$ cat src/rtl/hex_scan_ctrl.sv
// hex_scan_ctrl: valid/ready byte holder and digit-scan generator for a dual-digit hex 7-segment decoder.
// Optional build macro HEX_SCAN_FREEZE_EN adds a freeze input that blocks new data while the scan keeps running.
module hex_scan_ctrl #(
    parameter int SCAN_DIV   = 50000,
    parameter int HOLD_SCANS = 4
) (
    input  logic       clk,
    input  logic       rst_n,
`ifdef HEX_SCAN_FREEZE_EN
    input  logic       freeze,
`endif
    input  logic       in_valid,
    input  logic [7:0] in_data,
    output logic       in_ready,
    output logic [7:0] hex,
    output logic       digit_sel,
    output logic       frame_tick
);

    localparam int DIV_W  = $clog2(SCAN_DIV);
    localparam int HOLD_W = $clog2(HOLD_SCANS + 1);
    localparam logic [DIV_W-1:0]  DIV_LAST  = DIV_W'(SCAN_DIV - 1);
    localparam logic [HOLD_W-1:0] HOLD_LAST = HOLD_W'(HOLD_SCANS - 1);

    typedef enum logic {
        IDLE = 1'b0,
        HOLD = 1'b1
    } state_t;

    state_t            state;
    logic [DIV_W-1:0]  div_cnt;
    logic [HOLD_W-1:0] hold_cnt;
    logic              div_wrap;
    logic              accept;

    assign div_wrap = (div_cnt == DIV_LAST);
    assign accept   = in_valid && in_ready;

`ifdef HEX_SCAN_FREEZE_EN
    assign in_ready = (state == IDLE) && !freeze;
`else
    assign in_ready = (state == IDLE);
`endif

    // Free-running prescaler; frame_tick marks the cycle digit_sel returns to the low-nibble phase.
    // NOTE: state registers use non-blocking assignments so every flop samples pre-edge values.
    always_ff @(posedge clk or negedge rst_n) begin
        if (!rst_n) begin
            div_cnt    <= '0;
            digit_sel  <= 1'b1;
            frame_tick <= 1'b0;
        end else begin
            frame_tick <= div_wrap && !digit_sel;
            if (div_wrap) begin
                div_cnt   <= '0;
                digit_sel <= ~digit_sel;
            end else begin
                div_cnt <= div_cnt + 1'b1;
            end
        end
    end

    // A tick coinciding with the transfer falls in IDLE, so it is never counted toward the hold.
    always_ff @(posedge clk or negedge rst_n) begin
        if (!rst_n) begin
            state    <= IDLE;
            hold_cnt <= '0;
            hex      <= 8'h00;
        end else begin
            case (state)
                IDLE: begin
                    if (accept) begin
                        hex      <= in_data;
                        hold_cnt <= '0;
                        state    <= HOLD;
                    end
                end
                HOLD: begin
                    if (frame_tick) begin
                        hold_cnt <= hold_cnt + 1'b1;
                        if (hold_cnt == HOLD_LAST) begin
                            state <= IDLE;
                        end
                    end
                end
                default: state <= IDLE;
            endcase
        end
    end

endmodule

$ cat config.mk
export PLATFORM = sky130hd
export DESIGN_NAME = hex_scan_ctrl
export DESIGN_NICKNAME = d
export VERILOG_FILES = /design/src/rtl/hex_scan_ctrl.sv
export SDC_FILE = /design/constraint.sdc
export NUM_CORES = 1
export LEC_CHECK = 0
export BUFFER_PORTS_ARGS = -buffer_cell sky130_fd_sc_hd__buf_2
export CORE_ASPECT_RATIO = 1.2
export CORE_MARGIN = 10
export CORE_UTILIZATION = 25
export DETAILED_ROUTE_END_ITERATION = 6
export HOLD_SLACK_MARGIN = 0.05
export PLACE_DENSITY_LB_ADDON = 0.08
export REMOVE_ABC_BUFFERS = 1
export SLEW_MARGIN = 15
export SYNTH_ARGS = -nofsm -noshare
export SYNTH_HDL_FRONTEND = slang
export SYNTH_SLANG_ARGS = --single-unit
export TNS_END_PERCENT = 5
$ cat constraint.sdc
create_clock -name clk -period 1.9 [get_ports clk]
set_input_delay 0.38 -clock clk [delete_from_list [all_inputs] [get_ports clk]]
set_output_delay 0.38 -clock clk [all_outputs]
set_load 0.02 [all_outputs]
# Yosys cells after proc, flatten, opt, wreduce, memory -nomap -nowiden
# Index checks and enable logic that the tools add are counted.
# op_classes
addsub,2
n_eq_ne,4
mux,8
bitwise,2
reduce_logical,5
# ops
op,n
"16-bit by 1-bit adder with 16-bit output, second input constant",1
"16-bit equality test, second input constant",1
16-bit 2-to-1 mux,1
3-bit 2-to-1 mux,2
3-bit case mux with 2 select lines,1
2-bit AND reduction,2
"3-bit by 1-bit adder with 3-bit output, second input constant",1
"3-bit by 2-bit equality test with 1-bit output, second input constant",1
1-bit 2-to-1 mux,3
1-bit logical AND,2
"2-bit by 1-bit inequality test with 1-bit output, second input constant",1
"2-bit inequality test, second input constant",1
1-bit inverter,2
1-bit case mux with 2 select lines,1
1-bit logical NOT,1
# totals
reg_bits,30
in_bits,11
out_inout_bits,11
word_cells,27

# Logic depth before layout (Yosys ltp)
# Gate-level depths: netlist (run 1).
# depth
word_depth,4
depth_mapped,5

# Least setup slack after synthesis (run 1)
# Ideal clock, no wire load.
# synth_timing
path_type,reg2reg
from,register div_cnt[7]
to,register digit_sel
setup_ns,0.070
t_arrival_ns,1.490
t_required_ns,1.830
slack_ns,0.340
path_stages_with_launch,5
n_path_buf,1
cell_sequence,dfrtp_1 or4b_1 nor4_2 buf_4 xor2_2
# synth_via
elab_chain_len,1
# synth_lines
item,line,source
"start, declared",31,logic [DIV_W-1:0] div_cnt;
"start signal, assigned",58,div_cnt <= div_cnt + 1'b1;
16-bit equality test,36,assign div_wrap = (div_cnt == DIV_LAST);
"end signal, assigned",56,digit_sel <= ~digit_sel;
"end, declared",16,"output logic digit_sel,"
# Every way passes these cells.
# A chain may end at the register's enable or synchronous reset.

# Final worst setup path (run 1)
# layout_timing
from,register div_cnt[10]
to,register div_cnt[1]
# layout_via
elab_chain_len,2
# layout_lines
item,line,source
16-bit equality test,36,
16-bit 2-to-1 mux,54,if (div_wrap) begin
# Every way passes these cells.

==> results of run 1 <==
==> cells in the mapped netlist <==
cell      number  area [um2]
buf_4          1        7.51
xor2_2         1        16.3
nor2_1        16        60.1
dfrtp_1       29         726
xor2_1         5        43.8
nand3_1        8        40.0
inv_1          5        18.8
nor2b_1        1        6.26
nor4_2         1        12.5
xnor2_1       10        87.6
nor4_1         2        12.5
mux2_2         8        90.1
o21ai_0        1        5.00
nand4_1        4        25.0
and2b_1        2        15.0
ha_1           3        37.5
dfstp_2        1        26.3
nand2_1        4        15.0
nor3_1         2        10.0
a31oi_1        1        6.26
a22o_1         1        8.76
mux2i_1        2        20.0
clkbuf_1       1        3.75
or4b_1         1        10.0
o22ai_1        1        6.26
==> worst max-delay path by stage <==
stage | startpoint | end | depth (start not counted)
2_1_floorplan | div_cnt[7]$_DFF_PN0_ | div_cnt[1]$_DFF_PN0_ | 3
3_3_place_gp | div_cnt[7]$_DFF_PN0_ | div_cnt[1]$_DFF_PN0_ | 4
3_5_place_dp | div_cnt[10]$_DFF_PN0_ | div_cnt[1]$_DFF_PN0_ | 4
4_1_cts | div_cnt[10]$_DFF_PN0_ | div_cnt[1]$_DFF_PN0_ | 4
5_1_grt | div_cnt[10]$_DFF_PN0_ | div_cnt[1]$_DFF_PN0_ | 4
6_report | div_cnt[10]$_DFF_PN0_ | div_cnt[1]$_DFF_PN0_ | 4
==> worst register-to-register path, cell delays in order (launching register included) <==
cell and delay (ps):
dfrtp_1 420, or4b_1 530, nor4_2 250, buf_4 220
and2b_1 200
==> per-stage QoR <==
stage	setup TNS [ps]	instances	utilization
after global routing	0	200	0.316
after detailed placement	0	192	0.298
after CTS	0	200	0.316
after floorplan	-66.1	109	-
final	0	200	0.316
after global placement	0	192	0.298
==> cells by family after synthesis <==
group,after synthesis,synth area share
mux,10,0.0841
compound gates,4,0.0201
buf+inv,7,0.0229
simple gates,41,0.158
fa+ha+maj,3,0.0287
xor+xnor,16,0.113
flops,30,0.574
==> sequential cells by signal (all words and copies together), names as in the netlist <==
| register | cells |
|---|---|
| div_cnt | 16 |
| frame_tick | 1 |
| digit_sel | 1 |
| hold_cnt | 3 |
| hex | 8 |
| state | 1 |
==> layout make-up <==
class,instances,share of cell area
Clock inverter,1,0.00316
Tap cell,60,0.0474
Multi-Input combinational cell,74,0.333
Timing Repair Buffer,23,0.0758
Inverter,5,0.0118
Sequential cell,30,0.474
Clock buffer,7,0.0545
==> power breakdown <==
part | switching, W | total (W) | internal (W)
Clock | 0.000227 | 0.000519 | 0.000291
Combinational | 0.0000597 | 0.000103 | 0.0000431
Sequential | 0.0000128 | 0.000677 | 0.000664
==> metal layers <==
layer	GRT usage	wire length (um)	share of wire
met3	0.0376	228	0.087
met5	0	0	0
met2	0.108	1240	0.47
met4	0.0381	62	0.024
met1	0.0709	1100	0.42
==> run summary, run 1 <==
initial antenna violation count -> 0
CP bufs+invs -> 1
Clock Tree Root -> clkbuf_8
footprint of the multi-input gates -> 528 um2
drc violations -> 0
Via-to-Cell Ratio -> 4.48
Routability Congestion -> 0.765
Worst Hold Slack -> 144 ps
gr usage total -> 0.0687
origin of the critical flop-to-flop path -> div_cnt[10]$_DFF_PN0_
depth of the CTS H-tree -> 2
WL final -> 2630 um
Boundary Pins -> 22
number of CTS-inserted buffers -> 5
post_cts resized -> 0
Setup CP Type -> reg2reg
critical path fanouts, max -> 11
Worst path top cell family by delay -> simple AND/OR/NAND/NOR gates
flop2flop setup slack -> 180 ps
Final Net Count -> 153
Max stage delay cell, worst path -> or4b_1
synth unique cells -> 25
Max VDD drop -> 0.241 mV
sequential cell area -> 752 um2
status -> finished, final reports clean
Layout area overhead -> 21.0%
Die W -> 86.1 um
Clock Skew -> 5.65 ps
#FFs+latches synth -> 30
WL/cell -> 13.2 um
filler cell count -> 525
Setup crit end kind -> flop
number of global-route vias before repair -> 975
Worst R2R End -> div_cnt[1]$_DFF_PN0_
Overall Power -> 0.00130 W
total of max-cap violations -> 0
clk sink count -> 30
TritonRoute pass-1 iters -> 3
Syn Inst Count -> 111
hold-fix buffers at CTS -> 0
Tightest Pin Transition -> 698 ps
worst slack, placed -> 190 ps
share of cells above drive strength 1 -> 0.293
DR iter-0 viols -> 11
Tcrit/Tclk final -> 0.907
worst setup margin -> 177 ps
RSZ-0062 raised after global routing -> false
routed vias -> 896
mapped cell area -> 1310 um2
dpl cell area -> 1490 um2
Tmin final -> 1720 ps
P_leak -> 0.742 nW
CTS tree -> built
die area -> 8550 um2
Seq/Total Area, Yosys -> 0.574
CTS clk-pin slew, worst paths -> 60 ps
ANT nets after route -> 0
clock buffer depth -> 2
first-pass GRT wire length -> 4630 um
CP max stage delay -> 530 ps
worst skew pair latency -> 280 ps
Initial Utilization -> 0.261
most frequent cells in the layout -> dfrtp_1 (29), buf_2 (21), nor2_1 (16), xnor2_1 (10)
ordered list of cells on the worst path -> or4b_1 > nor4_2 > buf_4 > and2b_1
# diodes -> 0
post-CTS setup buffer count -> 0
Core Box Area -> 5010 um2
Avg Synthesized Cell Area -> 11.8 um2
Yosys warnings -> 0
FMAX -> 0.580 GHz
Hold Path Class -> in2async
slew margin rel. -> 0.535
port bufs -> 21
pin count of the biggest net entering global routing -> 31
commonest non-fill, non-tap cell in the layout -> dfrtp_1
grt ovf -> 0
die height -> 99.3 um
Final Cell Area -> 1590 um2
Critical Path AT -> 1890 ps
Worst Path Required -> 2070 ps
R2R depth -> 4
Setup crit start kind -> flop
Final Hold Fails -> 0
final slew viol count -> 0
# setup viols final -> 0
hpwl dp -> 1880 um
# rows -> 28
Pwr Density -> 819 nW/um2
Power figures use the tool's default switching activity.
==> run 2: changes to the inputs <==
- ABC_AREA: unset -> 1
==> run 2 against run 1 <==
  * First-iteration DRC count rose by 100%
  * Combinational power fell by 18%
  * Critical endpoint is now div_cnt[0]$_DFF_PN0_
  * Non-clock buffer count fell by 2
  * Clock power fell by 5.8%
==> run summary, run 2 <==
status -> finished, final reports clean
Syn Inst Count -> 163
drc violations -> 0
routed vias -> 1090
M1 WL -> 1310 um
ys async rst share -> 1.00
DR WL met2 -> 1380 um
grt ovf -> 0
CTS tree -> built
total of max-cap violations -> 0
# diodes -> 0
ordered list of cells on the worst path -> ha_1 > nand3_2 > nor2_1 > nand2_2 > inv_2 > nor2_1
post_cts resized -> 0
WL final -> 3080 um
RSZ-0062 raised after global routing -> false
CP max stage delay -> 390 ps
Layout area overhead -> 18.5%
Post-synth top cells -> nand2_1 (33), dfrtp_1 (29), nor2_1 (26), inv_1 (23), nand3_1 (9)
Yosys warnings -> 0
Tcrit/Tclk final -> 0.726
CTS clk-pin slew, worst paths -> 70 ps
top_reg_cell synth -> dfrtp_1
Highest Signal Layer -> met4
Clock Tree Root -> clkbuf_8
Tightest Pin Transition -> 700 ps
DR iter-0 viols -> 22
CP bufs+invs -> 1
port bufs -> 21
final slew viol count -> 0
dpl cell area -> 1630 um2
WL met3 -> 342 um
die area -> 9230 um2
most used cell, CP -> nor2_1
top cells by area, synth -> dfrtp_1 (50%), nand2_1 (8.6%), nor2_1 (6.8%)
mapped cell area -> 1450 um2
Boundary Pins -> 22
P_leak -> 0.960 nW
Final Cell Area -> 1710 um2
Avg Synthesized Cell Area -> 8.87 um2
Setup crit start kind -> flop
count leader, synth -> nand2_1
Worst Path Required -> 2060 ps
# setup viols final -> 0
filler cell count -> 595
Initial Utilization -> 0.257
synth unique cells -> 24
post-CTS setup buffer count -> 0
clock buffer depth -> 2
die height -> 103 um
# rows -> 30
share of cells above drive strength 1 -> 0.245
Critical Path AT -> 1540 ps
worst skew pair latency -> 280 ps
Max stage delay cell, worst path -> dfrtp_1
ANT nets after route -> 0
Routability Congestion -> 0.812
hold-fix buffers at CTS -> 0
depth of the CTS H-tree -> 2
Max VDD drop -> 0.208 mV
Clock Skew -> 3.95 ps
Final Net Count -> 205
slew margin rel. -> 0.534
gr usage total -> 0.0734
hpwl dp -> 2380 um
clk sink count -> 30
Hold Path Class -> in2async
biggest registers after layout -> div_cnt: 16 flops, hex: 8 flops, hold_cnt: 3 flops
Die W -> 89.4 um
Final Hold Fails -> 0
commonest non-fill, non-tap cell in the layout -> nand2_1
Seq/Total Area, Yosys -> 0.520
WL/cell -> 12.0 um
number of CTS-inserted buffers -> 5
number of global-route vias before repair -> 1124
Setup crit end kind -> flop
Core Box Area -> 5630 um2
pin count of the biggest net entering global routing -> 31
initial antenna violation count -> 0
#FFs+latches synth -> 30
Largest Register -> div_cnt
most frequent cells in the layout -> nand2_1 (33), dfrtp_1 (29), nor2_1 (26), inv_1 (23), buf_2 (21)
Setup CP Type -> reg2reg
critical path fanouts, max -> 5
TritonRoute pass-1 iters -> 4
FMAX -> 0.725 GHz
max reg flops -> 16
Via-to-Cell Ratio -> 4.26
Post-synth EDFFs -> 0
first-pass GRT wire length -> 5220 um
area leader, netlist -> dfrtp_1
Worst path top cell family by delay -> simple AND/OR/NAND/NOR gates
Synth top area share -> 0.502
setup_tns -> 0 ps
Pwr Density -> 725 nW/um2
Tmin final -> 1380 ps
-- run 2: cell count changes after synthesis, sizes merged, moves of 2 or more --
cell	delta
a21oi	+4
and2b	-2
inv	+19
nor2	+13
nor4	-3
xnor2	-10
mux2i	-2
nand2	+33
nand3	+2
o21bai	+3
-- run 2: worst paths after layout --
path / from / depth (start not counted) / to / slack, ps
worst min register to register: digit_sel$_DFFE_PN1N_ / 2 / digit_sel$_DFFE_PN1N_ / 480
worst max register to register: div_cnt[0]$_DFF_PN0_ / 6 / div_cnt[0]$_DFF_PN0_ / 520
min in group clk: in_data[2] / 2 / hex[2]$_DFFE_PN0P_ / 330
worst min-delay path: rst_n / 1 / hex[3]$_DFFE_PN0P_ / 150
max in group asynchronous: rst_n / 1 / div_cnt[9]$_DFF_PN0_ / 1300
worst max-delay path: div_cnt[0]$_DFF_PN0_ / 6 / div_cnt[0]$_DFF_PN0_ / 520
-- run 2: per-layer routing --
| metal | global-route usage | up-vias |
|---|---|---|
| li1 | - | 565 |
| met2 | 0.118 | 30 |
| met3 | 0.0345 | 4 |
| met1 | 0.0799 | 491 |
| met5 | 0 | - |
| met4 | 0.0343 | 0 |
-- run 2: area by class of cell --
type,instances,area [um2],area share
Sequential cell,30,752,0.439
Multi-Input combinational cell,109,603,0.352
Timing Repair Buffer,21,105,0.0614
Inverter,24,90.1,0.0526
Tap cell,64,80.1,0.0467
Clock buffer,6,72.6,0.0424
Clock inverter,2,10.0,0.00584
-- run 2: metrics by stage --
step | std cells | power [W] | utilization | hold WS, ps | setup slack (ps)
floorplan | 163 | 0.000724 | - | 84.4 | 698
global placement | 248 | 0.000767 | 0.290 | 463 | 546
finish | 256 | 0.00124 | 0.304 | 146 | 520
CTS | 256 | 0.00128 | 0.304 | 168 | 494
detailed placement | 248 | 0.000769 | 0.290 | 473 | 505
global route | 256 | 0.00133 | 0.304 | 192 | 403
-- run 2: power by group --
part	internal, W	switching (W)	total [W]
clock	0.000253	0.000235	0.000489
combinational	0.0000341	0.0000508	0.0000849
sequential	0.000660	0.00000903	0.000669
total	0.000947	0.000295	0.00124
-- run 2: cells by family after synthesis --
kind of cell / count (synthesis) / synth area share
buffers and inverters: 24 / 0.0623
flip-flops: 30 / 0.520
AND/OR/NAND/NOR: 83 / 0.255
XOR/XNOR: 5 / 0.0303
AO/OA/AOI/OAI: 10 / 0.0433
multiplexers: 8 / 0.0623
adder cells (fa/ha/maj): 3 / 0.0260
==> run 3: changes to the inputs <==
- clock period: 1.9 -> 1.4 ns (I/O delays scaled with it)
==> run 3 against run 2 <==
  * Die area stayed put
  * First-iteration DRC count is 130% higher
  * Sequential power increased by 36%
  * Clock-buffer cell count increased by 1
  * Design area rose by 2.3%
  * Via count increased by 1.4%
  * Critical path depth unchanged
  * Routed wire length shrank 1.1%
  * Critical path type unchanged
==> run summary, run 3 (same netlist as run 2, synthesis figures left out) <==
status -> finished, final reports clean
grt ovf -> 0
Clk pwr share -> 0.410
Core Box Area -> 5630 um2
final slew viol count -> 0
Setup crit end kind -> flop
WL final -> 3040 um
Final Hold Fails -> 0
drc violations -> 0
Via-to-Cell Ratio -> 4.28
Tightest Pin Transition -> 392 ps
switching power total -> 0.000399 W
FMAX -> 0.773 GHz
most frequent cells in the layout -> nand2_1 (33), dfrtp_1 (29), nor2_1 (25), inv_1 (22), buf_2 (21)
CP max stage delay -> 400 ps
WL met3 -> 318 um
sw frac -> 0.229
worst skew pair latency -> 270 ps
# diodes -> 0
port bufs -> 21
setup_tns -> 0 ps
Initial Utilization -> 0.257
Layout area overhead -> 21.2%
depth of the CTS H-tree -> 2
pin count of the biggest net entering global routing -> 31
die height -> 103 um
M1 WL -> 1340 um
routed vias -> 1105
clock buffer depth -> 2
ANT nets after route -> 0
number of global-route vias before repair -> 1106
register share of total power -> 0.521
Tmin final -> 1290 ps
Routability Congestion -> 0.814
Final Net Count -> 207
TritonRoute pass-1 iters -> 4
hpwl dp -> 2370 um
biggest registers after layout -> div_cnt: 16 flops, hex: 8 flops, hold_cnt: 3 flops
share of cells above drive strength 1 -> 0.263
Hold Path Class -> in2reg
Tcrit/Tclk final -> 0.925
DR WL met2 -> 1330 um
Highest Signal Layer -> met4
Die W -> 89.4 um
Overall Power -> 0.00174 W
slew margin rel. -> 0.739
WL/cell -> 11.8 um
die area -> 9230 um2
Setup crit start kind -> flop
Largest Register -> div_cnt
total of max-cap violations -> 0
gr usage total -> 0.0717
number of CTS-inserted buffers -> 5
Clock Skew -> 3.66 ps
commonest non-fill, non-tap cell in the layout -> nand2_1
Setup CP Type -> reg2reg
first-pass GRT wire length -> 5090 um
Max VDD drop -> 0.329 mV
clk sink count -> 30
Worst Path Required -> 1570 ps
P_leak -> 0.968 nW
Clock Tree Root -> clkbuf_8
DR iter-0 viols -> 51
combinational share of power -> 0.069
# rows -> 30
Pwr Density -> 994 nW/um2
Boundary Pins -> 22
CTS clk-pin slew, worst paths -> 60 ps
Internal Pwr Total -> 0.00134 W
ordered list of cells on the worst path -> ha_2 > nand3_4 > nor2_2 > nand2_2 > inv_2 > nor2_1
initial antenna violation count -> 0
filler cell count -> 598
post-CTS setup buffer count -> 0
critical path fanouts, max -> 5
max reg flops -> 16
Max stage delay cell, worst path -> dfrtp_1
Critical Path AT -> 1460 ps
CTS tree -> built
flop2flop setup slack -> 110 ps
# setup viols final -> 0
## run 3: layer usage
metal	track usage	vias up
li1	-	572
met1	0.0777	499
met2	0.114	29
met3	0.0337	5
met4	0.0368	0
met5	0	-
## run 3: critical path: cells and delay by family (launching register included)
family	cells	cell delay, ps
buffers and inverters	1	100
flip-flops	1	400
AND/OR/NAND/NOR	4	450
adder cells (fa/ha/maj)	1	240
## run 3: cell type report
cell class              instances  area, um2  area share
repair buffers                 23        123      0.0700
clock inverters                 1       5.00     0.00286
well taps                      64       80.1      0.0457
inverters                      24       90.1      0.0514
flip-flops and latches         30        752       0.429
multi-input cells             109        616       0.351
clock buffers                   7       86.3      0.0493
## run 3: worst paths after layout
kind,to,cells after the start,from
setup / recovery,div_cnt[0]$_DFF_PN0_,6,div_cnt[0]$_DFF_PN0_
hold / removal,hex[2]$_DFFE_PN0P_,2,in_data[2]
setup reg to reg,div_cnt[0]$_DFF_PN0_,6,div_cnt[0]$_DFF_PN0_
hold reg to reg,hold_cnt[0]$_DFFE_PN0P_,1,hold_cnt[0]$_DFFE_PN0P_
max in group asynchronous,digit_sel$_DFFE_PN1N_,3,rst_n
min in group asynchronous,div_cnt[3]$_DFF_PN0_,3,rst_n
## run 3: power by group through the flow
| stage | Combinational, W | Clock, W | Sequential [W] |
|---|---|---|---|
| after global placement | 0.000120 | 0 | 0.000923 |
| after floorplan | 0.0000324 | 0 | 0.000950 |
| after CTS | 0.000125 | 0.000746 | 0.000908 |
| after global routing | 0.000136 | 0.000800 | 0.000910 |
| after detailed placement | 0.000122 | 0 | 0.000924 |
| final | 0.000119 | 0.000714 | 0.000908 |
## run 3: repair_timing
item,CTS,global route
hold buffers,1,0
hold endpoints to repair,29,0
endpoints found under the setup margin,0,11
gates resized for setup,0,4
## run 3: stage by stage
stage	cells	worst slack (ps)	util	hold WS [ps]	instance area, um2
global route	258	-16.3	0.311	219	1750
floorplan	163	198	-	-15.6	1450
detailed placement	249	22.5	0.291	325	1640
finish	258	106	0.311	238	1750
CTS	258	10.5	0.309	229	1740
global placement	249	45.5	0.291	322	1640
